<file path="src/rtl/ofifo_pkg.sv">
// rtl/ofifo_pkg.sv - shared constants and helpers for the column-sync output FIFO
package ofifo_pkg;

  // Default entries per column FIFO (power of 2, >= 2)
  localparam int OFIFO_DEPTH = 8;

  // Pointer width: index bits plus one wrap bit
  function automatic int ofifo_ptr_w(input int depth);
    return $clog2(depth) + 1;
  endfunction

  localparam int OFIFO_PTR_W  = ofifo_ptr_w(OFIFO_DEPTH);

  // Width of the optional dropped-write counter
  localparam int OFIFO_DROP_W = 16;

endpackage

</file>
<file path="src/rtl/ofifo_col_fifo.sv">
// rtl/ofifo_col_fifo.sv - single-column psum FIFO with wrap-bit full/empty detection
module ofifo_col_fifo
  import ofifo_pkg::*;
#(
  parameter int psum_bw = 16,
  parameter int depth   = OFIFO_DEPTH
) (
  input  logic               clk,
  input  logic               reset,
  input  logic [psum_bw-1:0] i_data,
  input  logic               i_wr,
  input  logic               i_pop,
  output logic [psum_bw-1:0] o_head,
  output logic               o_full,
  output logic               o_empty
);

  localparam int PTR_W = ofifo_ptr_w(depth);
  localparam logic [PTR_W-1:0] FULL_XOR = PTR_W'(1) << (PTR_W - 1);

  logic [psum_bw-1:0] r_mem [depth];
  logic [PTR_W-1:0]   r_wr_ptr;
  logic [PTR_W-1:0]   r_rd_ptr;
  logic               w_wr_ok;

  assign o_full  = ((r_wr_ptr ^ r_rd_ptr) == FULL_XOR);
  assign o_empty = (r_wr_ptr == r_rd_ptr);
  // A pop in the same cycle frees the head slot, so a full column may still accept
  assign w_wr_ok = i_wr && (!o_full || i_pop);
  assign o_head  = r_mem[r_rd_ptr[PTR_W-2:0]];

  // Pointer update: write and pop advance independently; reset discards contents
  always_ff @(posedge clk) begin
    if (reset) begin
      r_wr_ptr <= '0;
      r_rd_ptr <= '0;
    end else begin
      if (w_wr_ok) r_wr_ptr <= r_wr_ptr + PTR_W'(1);
      if (i_pop)   r_rd_ptr <= r_rd_ptr + PTR_W'(1);
    end
  end

  // Storage write into the slot addressed by the write pointer
  always_ff @(posedge clk) begin
    if (!reset && w_wr_ok) r_mem[r_wr_ptr[PTR_W-2:0]] <= i_data;
  end

endmodule

</file>
<file path="src/rtl/ofifo_col_sync.sv">
// rtl/ofifo_col_sync.sv - systolic south-edge output buffer re-aligning skewed columns; option OFIFO_DROP_CNT_EN
module ofifo_col_sync
  import ofifo_pkg::*;
#(
  parameter int col     = 8,
  parameter int psum_bw = 16,
  parameter int depth   = OFIFO_DEPTH
) (
  input  logic                   clk,
  input  logic                   reset,
  input  logic [col*psum_bw-1:0] in,
  input  logic [col-1:0]         wr,
  input  logic                   rd,
  output logic [col*psum_bw-1:0] out,
  output logic                   o_vld,
  output logic                   o_valid,
  output logic                   o_full,
  output logic                   o_empty
`ifdef OFIFO_DROP_CNT_EN
  ,
  output logic [OFIFO_DROP_W-1:0] drop_cnt
`endif
);

  logic [col-1:0]         w_full;
  logic [col-1:0]         w_empty;
  logic [col*psum_bw-1:0] w_head;
  logic                   w_pop;
  logic [col*psum_bw-1:0] r_out;
  logic                   r_vld;

  for (genvar c = 0; c < col; c++) begin : g_col
    ofifo_col_fifo #(
      .psum_bw(psum_bw),
      .depth  (depth)
    ) u_fifo (
      .clk    (clk),
      .reset  (reset),
      .i_data (in[c*psum_bw +: psum_bw]),
      .i_wr   (wr[c]),
      .i_pop  (w_pop),
      .o_head (w_head[c*psum_bw +: psum_bw]),
      .o_full (w_full[c]),
      .o_empty(w_empty[c])
    );
  end

  // A row is only complete once every column holds an entry; all columns pop together
  assign o_valid = ~|w_empty;
  assign o_full  = |w_full;
  assign o_empty = &w_empty;
  assign w_pop   = rd && o_valid;
  assign out     = r_out;
  assign o_vld   = r_vld;

  // Row register: capture aligned heads on a pop, otherwise hold the last row
  always_ff @(posedge clk) begin
    if (reset) begin
      r_out <= '0;
      r_vld <= 1'b0;
    end else begin
      r_vld <= w_pop;
      if (w_pop) r_out <= w_head;
    end
  end

`ifdef OFIFO_DROP_CNT_EN
  logic [col-1:0]          w_drop;
  logic [OFIFO_DROP_W:0]   w_drop_next;
  logic [OFIFO_DROP_W-1:0] r_drop_cnt;

  assign w_drop   = wr & w_full & {col{~w_pop}};
  assign drop_cnt = r_drop_cnt;

  // Sum this cycle's dropped column writes onto the count with one spare carry bit
  always_comb begin
    w_drop_next = {1'b0, r_drop_cnt};
    for (int c = 0; c < col; c++) begin
      w_drop_next = w_drop_next + (OFIFO_DROP_W+1)'(w_drop[c]);
    end
  end

  // Saturating drop counter
  always_ff @(posedge clk) begin
    if (reset) r_drop_cnt <= '0;
    else       r_drop_cnt <= w_drop_next[OFIFO_DROP_W] ? '1 : w_drop_next[OFIFO_DROP_W-1:0];
  end
`endif

endmodule

</file>
<file path="config.mk">
export PLATFORM = sky130hd
export DESIGN_NAME = ofifo_col_sync
export DESIGN_NICKNAME = d
export VERILOG_FILES = /design/src/rtl/ofifo_pkg.sv /design/src/rtl/ofifo_col_fifo.sv /design/src/rtl/ofifo_col_sync.sv
export SDC_FILE = /design/constraint.sdc
export NUM_CORES = 1
export LEC_CHECK = 0
export CAP_MARGIN = 20
export CORE_UTILIZATION = 37
export CTS_CLUSTER_SIZE = 12
export DETAILED_ROUTE_END_ITERATION = 6
export SKIP_LAST_GASP = 1
export SLEW_MARGIN = 5
export SYNTH_ARGS = -nofsm -noshare
export SYNTH_HDL_FRONTEND = slang
export SYNTH_HIERARCHICAL = 1
export SYNTH_SLANG_ARGS = --single-unit
</file>
<file path="constraint.sdc">
create_clock -name clk -period 5.15 [get_ports clk]
set_clock_uncertainty 0.15 [all_clocks]
set_input_delay 1.03 -clock clk [delete_from_list [all_inputs] [get_ports clk]]
set_output_delay 1.03 -clock clk [all_outputs]
set_load 0.1 [all_outputs]
</file>
==> flow_summary.toml <==
[logic_synthesis]
ys_top_cells_by_area = "edfxtp_1 62%, mux4_2 12%, dfxtp_1 8.8%"
yosysTopAreaCell = "edfxtp_1"
synth_area_per_cell_um2 = 18.3
synth_top_cell_area_share = 0.623
synth-edff-count = 1024
syn_area_um2 = 49400
synth.most_common_cell = "edfxtp_1"
synth_common_cells = "1,024 x edfxtp_1, 264 x nand2b_1, 256 x mux4_2"
synth_nets = 2851
ys_async_sr_fraction = 0
ys_types = 41
ys_seq_area_frac = 0.711
yosys_warnings = 6
synthFlopType = "edfxtp_1"
synth.ff_latch_count = 1241
synthCells = 2696

[detailed_routing]
vias = 24400
drtPass1Iterations = 5
post_drt_wl_per_cell_um = 21.0
final_antenna_net_count = 0
drt-initial-drc-count = 1631
route.detailed.drc = 0
avgViaCountPerCell = 4.98
wl_mm = 103

[pwr]
powerDensity_nw_per_um2 = 362
peakVddDrop_v = 0.000321
power_leakage_uw = 0.0183

[clock_tree]
ctsResizeCount = 0
cts_tree = "yes"
ctsHoldBuffers = 0
cts.reportedPaths.clkPinSlew_ps = 60
clock_latency_ps = 780
clockBufferDepth = 3
cts_made_buffers = 135
clock-sinks = 1241
post_cts_buffers = 0
h-tree-depth = 4
cts_root_buf = "clkbuf_16"

[die]
fp.dieH_um = 367
rows = 133
die_area_um2 = 135000
start_util = 0.374
die_w_um = 367
io_pins = 271
core_area_um2 = 132000

[placement]
place_ws_ps = 1380
port_buffers = 270
place_congestion = 0.734
dpl.hpwl_mm = 64.6

[grt]
grt_pass1_vias = 25200
antenna_found_initial = 26
grt_pass1_wl_mm = 157
grt.overflow.total = 0
grt_use_total = 0.153
grt_max_degree = 131

[critical_path]
cp_cell_sequence = "xnor2_2 > nand3_1 > nor2_1 > nand4_1 > nor2_1 > buf_4"
arrival_ps = 3020
cp_data_required_time_ps = 3970
crit_slowest_cell = "dfxtp_1"
end_kind = "output pin"
reg2reg_slack_ps = 1500
crit_top_cell = "nor2_1"
crit_path_max_fanout = 10
crit_type = "flip-flop to output pin"
slowest_delay_ps = 560
start_kind = "flip-flop"

[sta]
relSlewSlack = 0.235
setup_viol = 0
hold_viol_final = 0
slew_viol_final = 0
min_period_over_period = 0.816
grt_setup_unrepaired = "no"
fin_ws_ps = 949
max_slew.worst_pin.slew_ps = 1140
period_needed_ps = 4200
fmax_mhz = 238
fin_tns_setup_ps = 0

[finish]
nets = 3189
final_util = 0.445
area_growth_pct = 19.0
layout-drive-gt1-share = 0.227

[job]
maxCapViolCount = 0

[min_path]
hp-class = "flip-flop to flip-flop"

[outcome]
status = "complete, no violations"
==> per-layer routing <==
| metal | GRT usage | routed length [um] | vias to the layer above |
|---|---|---|---|
| li1 | - | - | 11200 |
| met1 | 0.204 | 45100 | 12400 |
| met2 | 0.238 | 48000 | 511 |
| met3 | 0.0494 | 6940 | 194 |
| met4 | 0.0512 | 2440 | 40 |
| met5 | 0 | 264 | - |
==> registers in the layout (all words and copies together) (netlist names), named ones only <==
signal / count
g_col.u_fifo/r_rd_ptr: 32
out: 128
o_vld: 1
g_col.u_fifo/r_wr_ptr: 32
g_col.u_fifo/r_mem: 1024
==> stage by stage <==
step | instance area [um^2] | cells | hold WS (ps) | power (uW)
after floorplan | 49400 | 2696 | 348 | 11600
after global placement | 54300 | 4652 | 310 | 12000
after detailed placement | 54300 | 4652 | 312 | 12000
after CTS | 58700 | 4899 | 322 | 21600
after global routing | 58700 | 4900 | 338 | 22000
final | 58700 | 4903 | 320 | 21300
==> power breakdown <==
part / switching (uW) / internal, uW
logic: 398 / 295
clock network: 4010 / 5500
registers: 55.7 / 11000
total: 4470 / 16800
==> path summary, 6_finish.rpt <==
check,startpoint,end,depth (start not counted)
worst min register to register,out[62]$_SDFFE_PP0P_,out[62]$_SDFFE_PP0P_,2
worst max-delay path,g_col[2].u_fifo/r_wr_ptr[1]$_SDFFE_PP0P_,o_empty,6
worst min-delay path,out[62]$_SDFFE_PP0P_,out[62]$_SDFFE_PP0P_,2
worst max register to register,g_col[5].u_fifo/r_wr_ptr[1]$_SDFFE_PP0P_,g_col[4].u_fifo/r_mem[1][9]$_DFFE_PP_,9
==> worst max-delay path, delay by kind of cell, from the launching register on <==
kind                      cells  cell delay [ps]
buffers and inverters         1              360
and+or+nand+nor               4             1130
DFF                           1              560
xor gates and xnor gates      1              180
==> placed cells by master, fill, tap and decap left out, types with 17 or more instances in the layout <==
| cell type | count |
|---|---|
| mux2i_1 | 144 |
| clkdlybuf4s50_1 | 266 |
| xor2_1 | 23 |
| nor2_1 | 98 |
| mux4_2 | 256 |
| edfxtp_1 | 1024 |
| dfxtp_1 | 209 |
| nand2_1 | 66 |
| buf_4 | 94 |
| clkbuf_16 | 136 |
| clkbuf_1 | 52 |
| nand2b_1 | 264 |
| nand4_1 | 18 |
| inv_1 | 41 |
| mux2_2 | 128 |
| nor3_1 | 17 |
==> cells by family after synthesis <==
group,synth area share
buffers and inverters,0.0183
adders and majority gates,0.00406
AOI/OAI and AO/OA,0.0127
muxes,0.175
DFF,0.711
and+or+nand+nor,0.0662
xor gates and xnor gates,0.0125
==> cell type report <==
| cell class | instances | area, um^2 |
|---|---|---|
| Fill cell | 11300 | 73200 |
| Sequential cell | 1241 | 35100 |
| Multi-Input combinational cell | 1252 | 13400 |
| Clock buffer | 197 | 3720 |
| Timing Repair Buffer | 363 | 3420 |
| Tap cell | 1755 | 2200 |
| Clock inverter | 50 | 678 |
| Inverter | 41 | 154 |
| Antenna cell | 4 | 10.0 |
(Power assumes the default switching activity.)
